[config.mk]
export PLATFORM = sky130hd
export DESIGN_NAME = spi_fl_xfer_queue
export DESIGN_NICKNAME = d
export VERILOG_FILES = /design/src/rtl/spi_fl_xfer_pkg.sv /design/src/rtl/spi_fl_sync_fifo.sv /design/src/rtl/spi_fl_xfer_queue.sv
export SDC_FILE = /design/constraint.sdc
export NUM_CORES = 1
export LEC_CHECK = 0
export ABC_AREA = 1
export BUFFER_PORTS_ARGS = -buffer_cell sky130_fd_sc_hd__buf_2
export CORE_ASPECT_RATIO = 0.9
export CORE_UTILIZATION = 45
export DETAILED_ROUTE_END_ITERATION = 8
export PLACE_DENSITY = 0.66
export RECOVER_POWER = 25
export SLEW_MARGIN = 0
export SYNTH_ARGS = -nofsm -noshare
export SYNTH_HDL_FRONTEND = slang
export SYNTH_SLANG_ARGS = --single-unit
[constraint.sdc]
create_clock -name clk -period 5.2 [get_ports clk]
set_input_delay 0.52 -clock clk [delete_from_list [all_inputs] [get_ports clk]]
set_output_delay 0.52 -clock clk [all_outputs]
set_load 0.02 [all_outputs]
[src/rtl/spi_fl_xfer_pkg.sv]
// Shared types for the flash SPI transfer queue: descriptor bit layout and FSM states.
package spi_fl_xfer_pkg;

  localparam int unsigned DESC_W    = 102;
  localparam int unsigned CMD_LSB   = 0;
  localparam int unsigned CTYPE_LSB = 8;
  localparam int unsigned ADDR_LSB  = 11;
  localparam int unsigned DIN_LSB   = 43;
  localparam int unsigned NBITS_LSB = 75;
  localparam int unsigned DUMMY_LSB = 82;
  localparam int unsigned FRAME_LSB = 86;
  localparam int unsigned XIP_LSB   = 96;
  localparam int unsigned MODE_LSB  = 98;
  localparam int unsigned DTR_BIT   = 100;
  localparam int unsigned FOURB_BIT = 101;

  // Same layout as the offsets above, MSB first.
  typedef struct packed {
    logic        fourbyteaddr_on;
    logic        dtr_en;
    logic [1:0]  spimode;
    logic [1:0]  xipbit_en;
    logic [9:0]  frame_struct;
    logic [3:0]  dummy_cycles;
    logic [6:0]  ndata_bits;
    logic [31:0] data_in;
    logic [31:0] address;
    logic [2:0]  commtype;
    logic [7:0]  command;
  } xfer_desc_t;

  typedef enum logic [2:0] {
    IDLE      = 3'd0,
    ISSUE     = 3'd1,
    HOLD      = 3'd2,
    WAIT_DONE = 3'd3,
    DRAIN     = 3'd4
  } xfer_state_e;

endpackage

[src/rtl/spi_fl_sync_fifo.sv]
// Synchronous FIFO with wrap-bit pointers; head data reads as zero while empty.
module spi_fl_sync_fifo #(
  parameter int unsigned WIDTH = 8,
  parameter int unsigned DEPTH = 4
) (
  input  logic             clk,
  input  logic             rst,
  input  logic             push,
  input  logic [WIDTH-1:0] wdata,
  input  logic             pop,
  output logic [WIDTH-1:0] rdata,
  output logic             full,
  output logic             empty
);

  localparam int unsigned AW = $clog2(DEPTH);

  logic [AW:0]      wr_ptr, rd_ptr;
  logic [WIDTH-1:0] mem [DEPTH];
  logic             do_push, do_pop;

  assign empty   = (wr_ptr == rd_ptr);
  assign full    = (wr_ptr[AW] != rd_ptr[AW]) && (wr_ptr[AW-1:0] == rd_ptr[AW-1:0]);
  assign do_push = push && !full;
  assign do_pop  = pop && !empty;
  assign rdata   = empty ? '0 : mem[rd_ptr[AW-1:0]];

  always_ff @(posedge clk) begin
    if (rst) begin
      wr_ptr <= '0;
      rd_ptr <= '0;
    end else begin
      if (do_push) wr_ptr <= wr_ptr + 1'b1;
      if (do_pop)  rd_ptr <= rd_ptr + 1'b1;
    end
  end

  always_ff @(posedge clk) begin
    if (do_push) mem[wr_ptr[AW-1:0]] <= wdata;
  end

endmodule

[src/rtl/spi_fl_xfer_queue.sv]
// Request/response queue in front of the flash SPI master.
// Optional WAIT_DONE watchdog with error responses: define SPI_FL_XFER_TIMEOUT_EN.
module spi_fl_xfer_queue
  import spi_fl_xfer_pkg::*;
#(
  parameter int unsigned DEPTH          = 4,
  parameter int unsigned TIMEOUT_CYCLES = 65535
) (
  input  logic              clk,
  input  logic              rst,
  input  logic              req_valid,
  output logic              req_ready,
  input  logic [DESC_W-1:0] req_desc,
  output logic              rsp_valid,
  input  logic              rsp_ready,
  output logic [31:0]       rsp_data,
  output logic              rsp_err,
  output logic              busy,
  output logic              validflag,
  input  logic              tready,
  input  logic [31:0]       data_out,
  output logic [7:0]        command,
  output logic [2:0]        commtype,
  output logic [31:0]       address,
  output logic [31:0]       data_in,
  output logic [6:0]        ndata_bits,
  output logic [3:0]        dummy_cycles,
  output logic [9:0]        frame_struct,
  output logic [1:0]        xipbit_en,
  output logic [1:0]        spimode,
  output logic              dtr_en,
  output logic              fourbyteaddr_on
);

  xfer_state_e       state, state_n;
  logic              req_full, req_empty, req_pop;
  logic              rsp_full, rsp_empty, rsp_push, rsp_pop;
  logic [DESC_W-1:0] req_head, hold;
  logic [32:0]       rsp_wdata, rsp_head;

  assign req_ready = !req_full;
  assign rsp_valid = !rsp_empty;
  assign rsp_pop   = rsp_valid && rsp_ready;
  assign busy      = (state != IDLE) || !req_empty;
  assign rsp_data  = rsp_head[31:0];

  spi_fl_sync_fifo #(.WIDTH(DESC_W), .DEPTH(DEPTH)) u_req_fifo (
    .clk(clk), .rst(rst), .push(req_valid && req_ready), .wdata(req_desc),
    .pop(req_pop), .rdata(req_head), .full(req_full), .empty(req_empty)
  );

  spi_fl_sync_fifo #(.WIDTH(33), .DEPTH(DEPTH)) u_rsp_fifo (
    .clk(clk), .rst(rst), .push(rsp_push), .wdata(rsp_wdata),
    .pop(rsp_pop), .rdata(rsp_head), .full(rsp_full), .empty(rsp_empty)
  );

`ifdef SPI_FL_XFER_TIMEOUT_EN
  logic [15:0] timer;
  logic        timed_out;

  always_ff @(posedge clk) begin
    if (rst || state != WAIT_DONE) timer <= '0;
    else                           timer <= timer + 16'd1;
  end

  assign timed_out = (timer == 16'(TIMEOUT_CYCLES - 1));
  assign rsp_err   = rsp_head[32];
`else
  logic unused_bits;
  assign unused_bits = rsp_head[32] ^ (^TIMEOUT_CYCLES);
  assign rsp_err     = 1'b0;
`endif

  always_ff @(posedge clk) begin
    if (rst) state <= IDLE;
    else     state <= state_n;
  end

  // Issuing only with a free response slot reserves that slot for the in-flight transfer.
  always_comb begin
    state_n   = state;
    req_pop   = 1'b0;
    rsp_push  = 1'b0;
    rsp_wdata = {1'b0, data_out};
    validflag = 1'b0;
    case (state)
      IDLE: begin
        if (!req_empty && !rsp_full) begin
          req_pop = 1'b1;
          state_n = ISSUE;
        end
      end
      ISSUE: begin
        validflag = 1'b1;
        if (tready) state_n = HOLD;
      end
      HOLD: state_n = WAIT_DONE;
      WAIT_DONE: begin
        if (tready) begin
          rsp_push = 1'b1;
          state_n  = IDLE;
        end
`ifdef SPI_FL_XFER_TIMEOUT_EN
        else if (timed_out) begin
          rsp_push  = 1'b1;
          rsp_wdata = {1'b1, 32'h0};
          state_n   = DRAIN;
        end
`endif
      end
`ifdef SPI_FL_XFER_TIMEOUT_EN
      DRAIN: begin
        if (tready) state_n = IDLE;
      end
`endif
      default: state_n = IDLE;
    endcase
  end

  always_ff @(posedge clk) begin
    if (rst)          hold <= '0;
    else if (req_pop) hold <= req_head;
  end

  assign command         = hold[CMD_LSB +: 8];
  assign commtype        = hold[CTYPE_LSB +: 3];
  assign address         = hold[ADDR_LSB +: 32];
  assign data_in         = hold[DIN_LSB +: 32];
  assign ndata_bits      = hold[NBITS_LSB +: 7];
  assign dummy_cycles    = hold[DUMMY_LSB +: 4];
  assign frame_struct    = hold[FRAME_LSB +: 10];
  assign xipbit_en       = hold[XIP_LSB +: 2];
  assign spimode         = hold[MODE_LSB +: 2];
  assign dtr_en          = hold[DTR_BIT];
  assign fourbyteaddr_on = hold[FOURB_BIT];

endmodule

# [Word-level counts from Yosys, hierarchy flattened]
# Memory sizes are Yosys's and may differ from the RTL's. A register that Yosys moved wholly into a read port is not among the register bits.
# Cells that the tools add are included.
[word_totals] inputBits=139 mem_bits_rw=536 out_inout_bits=139 n_memories=2 reg_bits=15
[memory_table] name="u_req_fifo.mem" depth=4 word_bits=102 read_ports=1 rd_clocked_by_memory_dff=1 write_ports=1 line_no="spi_fl_sync_fifo.sv:19" rtl="logic [WIDTH-1:0] mem [DEPTH];"
[memory_table] name="u_rsp_fifo.mem" depth=4 word_bits=32 read_ports=1 rd_clocked_by_memory_dff=1 write_ports=1 line_no="spi_fl_sync_fifo.sv:19"
[classes] addsub=4 n_mux=16 n_eq_ne=12 reduce_logical=17
[ops] operator="$mux 32" count=1
[ops] operator="$add 3x1->3 const B" count=4
[ops] operator="$pmux 3 s4" count=1
[ops] operator="$logic_and 1x1->1" count=9
[ops] operator="$mux 1" count=9
[ops] operator="$mux 3" count=3
[ops] operator="$eq 3x2->1 const B" count=2
[ops] operator="$eq 3x3->1" count=2
[ops] operator="$ne 2x2->1 const B" count=3
[ops] operator="$eq 2x2->1" count=2
[ops] operator="$logic_not 1->1" count=4
[ops] operator="$mux 2" count=2
[ops] operator="$eq 3x1->1 const B" count=1
[ops] operator="$logic_not 3->1" count=1
[ops] operator="$reduce_and 3->1" count=1
[ops] operator="$reduce_bool 3->1" count=1
[ops] operator="$ne 1x1->1" count=2
[ops] operator="$logic_or 1x1->1" count=1

# [Depth between registers and ports, before layout]
[depth] ltp_word=7 depth_mapped=11

# [Hierarchy]
# Synthesis repeated with hierarchy kept, for this count alone.
[unflattened] cells_unflattened=2354 hier_area_um2=26078.8
[modules_own_cells] mod="spi_fl_sync_fifo (u_req_fifo)" area_per_inst_um2=16585.9 cells_each=1379 n_inst=1 seq_area_each_um2=12411.9
[modules_own_cells] mod="spi_fl_sync_fifo (u_rsp_fifo)" area_per_inst_um2=5750.5 cells_each=498 n_inst=1 seq_area_each_um2=4124.0
[modules_own_cells] mod="spi_fl_xfer_queue" area_per_inst_um2=3742.3 cells_each=477 n_inst=1 seq_area_each_um2=2082.0

# [Worst setup path after synthesis]
# OpenSTA, ideal clock, no wires.
[synth_timing] path_kind="flip-flop to flip-flop" startpoint="register u_req_fifo.rd_ptr[1]" endpoint="memory u_req_fifo.mem[0][0] (netlist name), enable pin" required_ns=4.636 period_less_slack_ns=5.932 setup_ns=0.564 stages_incl_launch_ff=8 t_arrival_ns=5.367 path_slack_ns=-0.732 cell_sequence="dfxtp_1 > buf_2 > inv_2 > nand2_1 > nand2_1 > nand4_1 > nand2_1 > nor2_1"
[synth_between] elab_chain_cells=7
[synth_rtl] item="start, declared" line_no="spi_fl_sync_fifo.sv:18" rtl="logic [AW:0] wr_ptr, rd_ptr;"
[synth_rtl] item="start signal, assigned" line_no="spi_fl_sync_fifo.sv:34" rtl="if (do_pop) rd_ptr <= rd_ptr + 1'b1;"
[synth_rtl] item="$eq 2x2->1 (*)" line_no="spi_fl_sync_fifo.sv:23" rtl="assign full = (wr_ptr[AW] != rd_ptr[AW]) && (wr_ptr[AW-1:0] == rd_ptr[AW-1:0]);"
[synth_rtl] item="$logic_and 1x1->1 (*)" line_no="spi_fl_sync_fifo.sv:23"
[synth_rtl] item="$logic_not 1->1 (*)" line_no="spi_fl_xfer_queue.sv:41" rtl="assign req_ready = !req_full;"
[synth_rtl] item="net req_ready" line_no="spi_fl_xfer_queue.sv:12" rtl="output logic req_ready,"
[synth_rtl] item="$logic_and 1x1->1" line_no="spi_fl_xfer_queue.sv:48" rtl=".clk(clk), .rst(rst), .push(req_valid && req_ready), .wdata(req_desc),"
[synth_rtl] item="$logic_and 1x1->1 (*)" line_no="spi_fl_sync_fifo.sv:24" rtl="assign do_push = push && !full;"
[synth_rtl] item="$mux 1 (*)" line_no="spi_fl_sync_fifo.sv:39" rtl="if (do_push) mem[wr_ptr[AW-1:0]] <= wdata;"
[synth_rtl] item="$mux 1 (implied by the code) (*)" line_no="spi_fl_sync_fifo.sv:39"
[synth_rtl] item="end, declared" line_no="spi_fl_sync_fifo.sv:19"
# Mark *: on every way through the listed nets, which the timed path passes. The rest lies on a longest branch.

==> out/results.tsv <==
metric	value	unit
status	completed	
DRT Pass-1 Iters	5	
post-layout util	53.1	%
syn_area_per_cell	12.1	µm²
Slew @ Worst Pin	1.13	ns
VDD IR max	0.337	mV
Synth Area in Adders	0.698	%
wire per inst	19.5	µm
number of global-route vias before repair	15900	
largest fanout on the critical path	65	
cts hold-fix bufs	0	
Hold WS	0.149	ns
chip width	251	µm
fillcell total	4644	
layout cells sized above 1	14.0	%
global placer's final weighted congestion	0.760	
highest-count cells in the layout ignoring fill and taps	edfxtp_1 (536), nor2_1 (411), o21ai_0 (274), buf_2 (185), nand2_1 (165)	
met1 wire length	24.9	mm
Power Total	15.9	mW
number of port buffers	276	
Sink Count	654	
Final setup viols	0	
Non-Filler Instances	3050	
unrepaired setup endpoints after global routing	false	
final worst setup slack	1.83	ns
Fin. Hold Viols	0	
Final Skew	0.0252	ns
Clk pin slew, worst setup/hold paths	0.06	ns
CTS root buffer	clkbuf_16	
Worst setup EP type	primary output	
Buf+Inv Stages, Crit Path	4	
Syn. warnings	0	
hold path cells	1	
Post-Synth Simple-Gate Area	11.6	%
Final min period	3.37	ns
Worst-Skew Late Latency	0.60	ns
main combinational cell family by area after synthesis	simple AND/OR/NAND/NOR gates	
synthesized flop and latch total	654	
antenna viol nets, final	0	
Mapped Cells	2072	
largest net degree at the start of global routing	139	
area of the core	54700	µm²
multiplexer share of the synthesized area	0	%
Power Density	548	nW/µm²
Detail Route met3 WL	4.62	mm
GRT Overall Usage	20.7	%
Crit path max-delay family	buffers and inverters	
Inserted Clock Buffers	68	
first-pass GRT wire length	90.0	mm
CTS tree	built	
die height	226	µm
xor and xnor area share after synthesis	0.169	%
Hold Path Origin	data_out[0]	
dpl ws	1.93	ns
HPWL after DPL	33.0	mm
DRC	0	
Highest Signal Layer	met5	
maximum clock path buffer count	3	
final worst-path cycle share	64.8	%
Reg2Reg Depth	7	
Post-Syn Nets	2225	
WS Path Type	flop to primary output	
nets@finish	2444	
Initial Utilization	45.9	%
initial antenna violation count	13	
met2 wire length	28.4	mm
Setup crit start kind	flop	
Slew HR	24.6	%
Post-Syn Area	25100	µm²
vias	16600	
max-cap viol count	0	
total grt overflow	0	
H-tree levels	3	
Critical Path RT	4.68	ns
DR iter-0 viols	1356	
reg-to-reg critical path endpoint	hold[80]$_SDFFE_PP0P_	
die area	56700	µm²
reg-to-reg startpoint	u_req_fifo.rd_ptr[1]$_SDFFE_PP0P_	
Seq/Total Area, Yosys	73.5	%
hold endpoint	u_rsp_fifo.mem[1][0]$_DFFE_PP_	
reg-to-reg slack, setup	1.98	ns
Hold Path Class	input pin to flop	
Post-CTS Resized	0	
CP Cell Sequence	buf_4, inv_2, nor2_1, o32ai_1, nand2_1, inv_1, buf_2	
Max Fclk	0.297	GHz
max incr delay on CP	0.89	ns
leakage power	10.4	nW
postcts setup bufs	0	
Core Rows	81	
mean number of vias per cell	5.43	
Area growth syn-to-layout	15.7	%
synth unique cells	24	
dpl cells	2926	
max-slew violation count	0	
commonest non-fill, non-tap cell in the layout	edfxtp_1	
Compound-Gate Fraction of Synth Area	10.3	%
slowest CP cell	inv_2	
CP arrival	2.85	ns
IO Pins	278	
final WL	59.5	mm
-- registers in the layout (all words and copies together), names as in the netlist, named ones only --
register and flops:
u_rsp_fifo.mem 128, u_rsp_fifo.wr_ptr 3, u_rsp_fifo.rd_ptr 3, hold 102
state 2, u_req_fifo.wr_ptr 3, u_req_fifo.rd_ptr 3, u_req_fifo.mem 408
-- metal layers --
metal | vias to the layer above | GRT usage, %
met3 | 128 | 5.91
li1 | 7864 | -
met1 | 8033 | 26.5
met5 | - | 0
met4 | 24 | 6.39
met2 | 518 | 34.0
-- cells in the mapped netlist --
library cell,count,area share [%]
a21oi_1,113,2.3
buf_1,15,0.22
buf_2,34,0.68
buf_4,17,0.51
buf_6,3,0.13
clkbuf_1,80,1.2
conb_1,1,0.015
dfxtp_1,118,9.4
edfxtp_1,536,64
ha_1,14,0.70
inv_1,56,0.84
inv_2,4,0.060
nand2_1,165,2.5
nand3_1,4,0.080
nand3_2,4,0.16
nand3b_1,1,0.030
nand4_1,106,2.6
nor2_1,419,6.3
o21ai_0,274,5.5
o21ai_1,70,1.4
o21bai_1,2,0.060
o32ai_1,32,1.1
xnor2_2,1,0.065
xor2_1,3,0.10
-- logic make-up (layout without fill, tap and decap cells) --
family,count (synthesis),count (layout)
AO/OA/AOI/OAI,491,491
XOR/XNOR,4,4
adder cells (fa/ha/maj),14,14
buffers and inverters,209,480
flip-flops,654,654
other,1,3
AND/OR/NAND/NOR,699,699
-- worst max path at each step --
stage,from,to,slack [ns],depth (start not counted)
after floorplan,u_req_fifo.rd_ptr[1]$_SDFFE_PP0P_,u_req_fifo.mem[0][0]$_DFFE_PP_,-0.73,7
after global placement,u_req_fifo.rd_ptr[1]$_SDFFE_PP0P_,u_req_fifo.rd_ptr[1]$_SDFFE_PP0P_,1.91,8
after detailed placement,u_req_fifo.rd_ptr[1]$_SDFFE_PP0P_,hold[85]$_SDFFE_PP0P_,1.93,7
after CTS,flop,rsp_data[10],1.76,7
after global routing,flop,rsp_data[3],1.54,7
final,flop,rsp_data[26],1.83,7
-- metrics by stage --
stage | instance area (µm²) | TNS [ns]
5_1_grt | 29000 | 0
6_report | 29000 | 0
4_1_cts | 29200 | 0
3_5_place_dp | 27000 | 0
3_3_place_gp | 27000 | 0
2_1_floorplan | 25100 | -298.52
-- report_power, final --
group	internal [mW]	switching (mW)	total (mW)
clock network	2.78	1.94	4.72
registers	6.24	0.424	6.66
logic	1.35	3.19	4.55
total	10.4	5.56	15.9
-- cell type report --
class	count	area, µm²	area share (%)
Sequential cell	654	18500	63.6
Antenna cell	2	5.00	0.0172
Clock inverter	24	251	0.866
Clock buffer	98	1930	6.63
Multi-Input combinational cell	1209	5820	20.0
Tap cell	705	882	3.04
Timing Repair Buffer	298	1460	5.03
Inverter	60	230	0.793
Note: power is estimated with default switching activity, not from simulation.
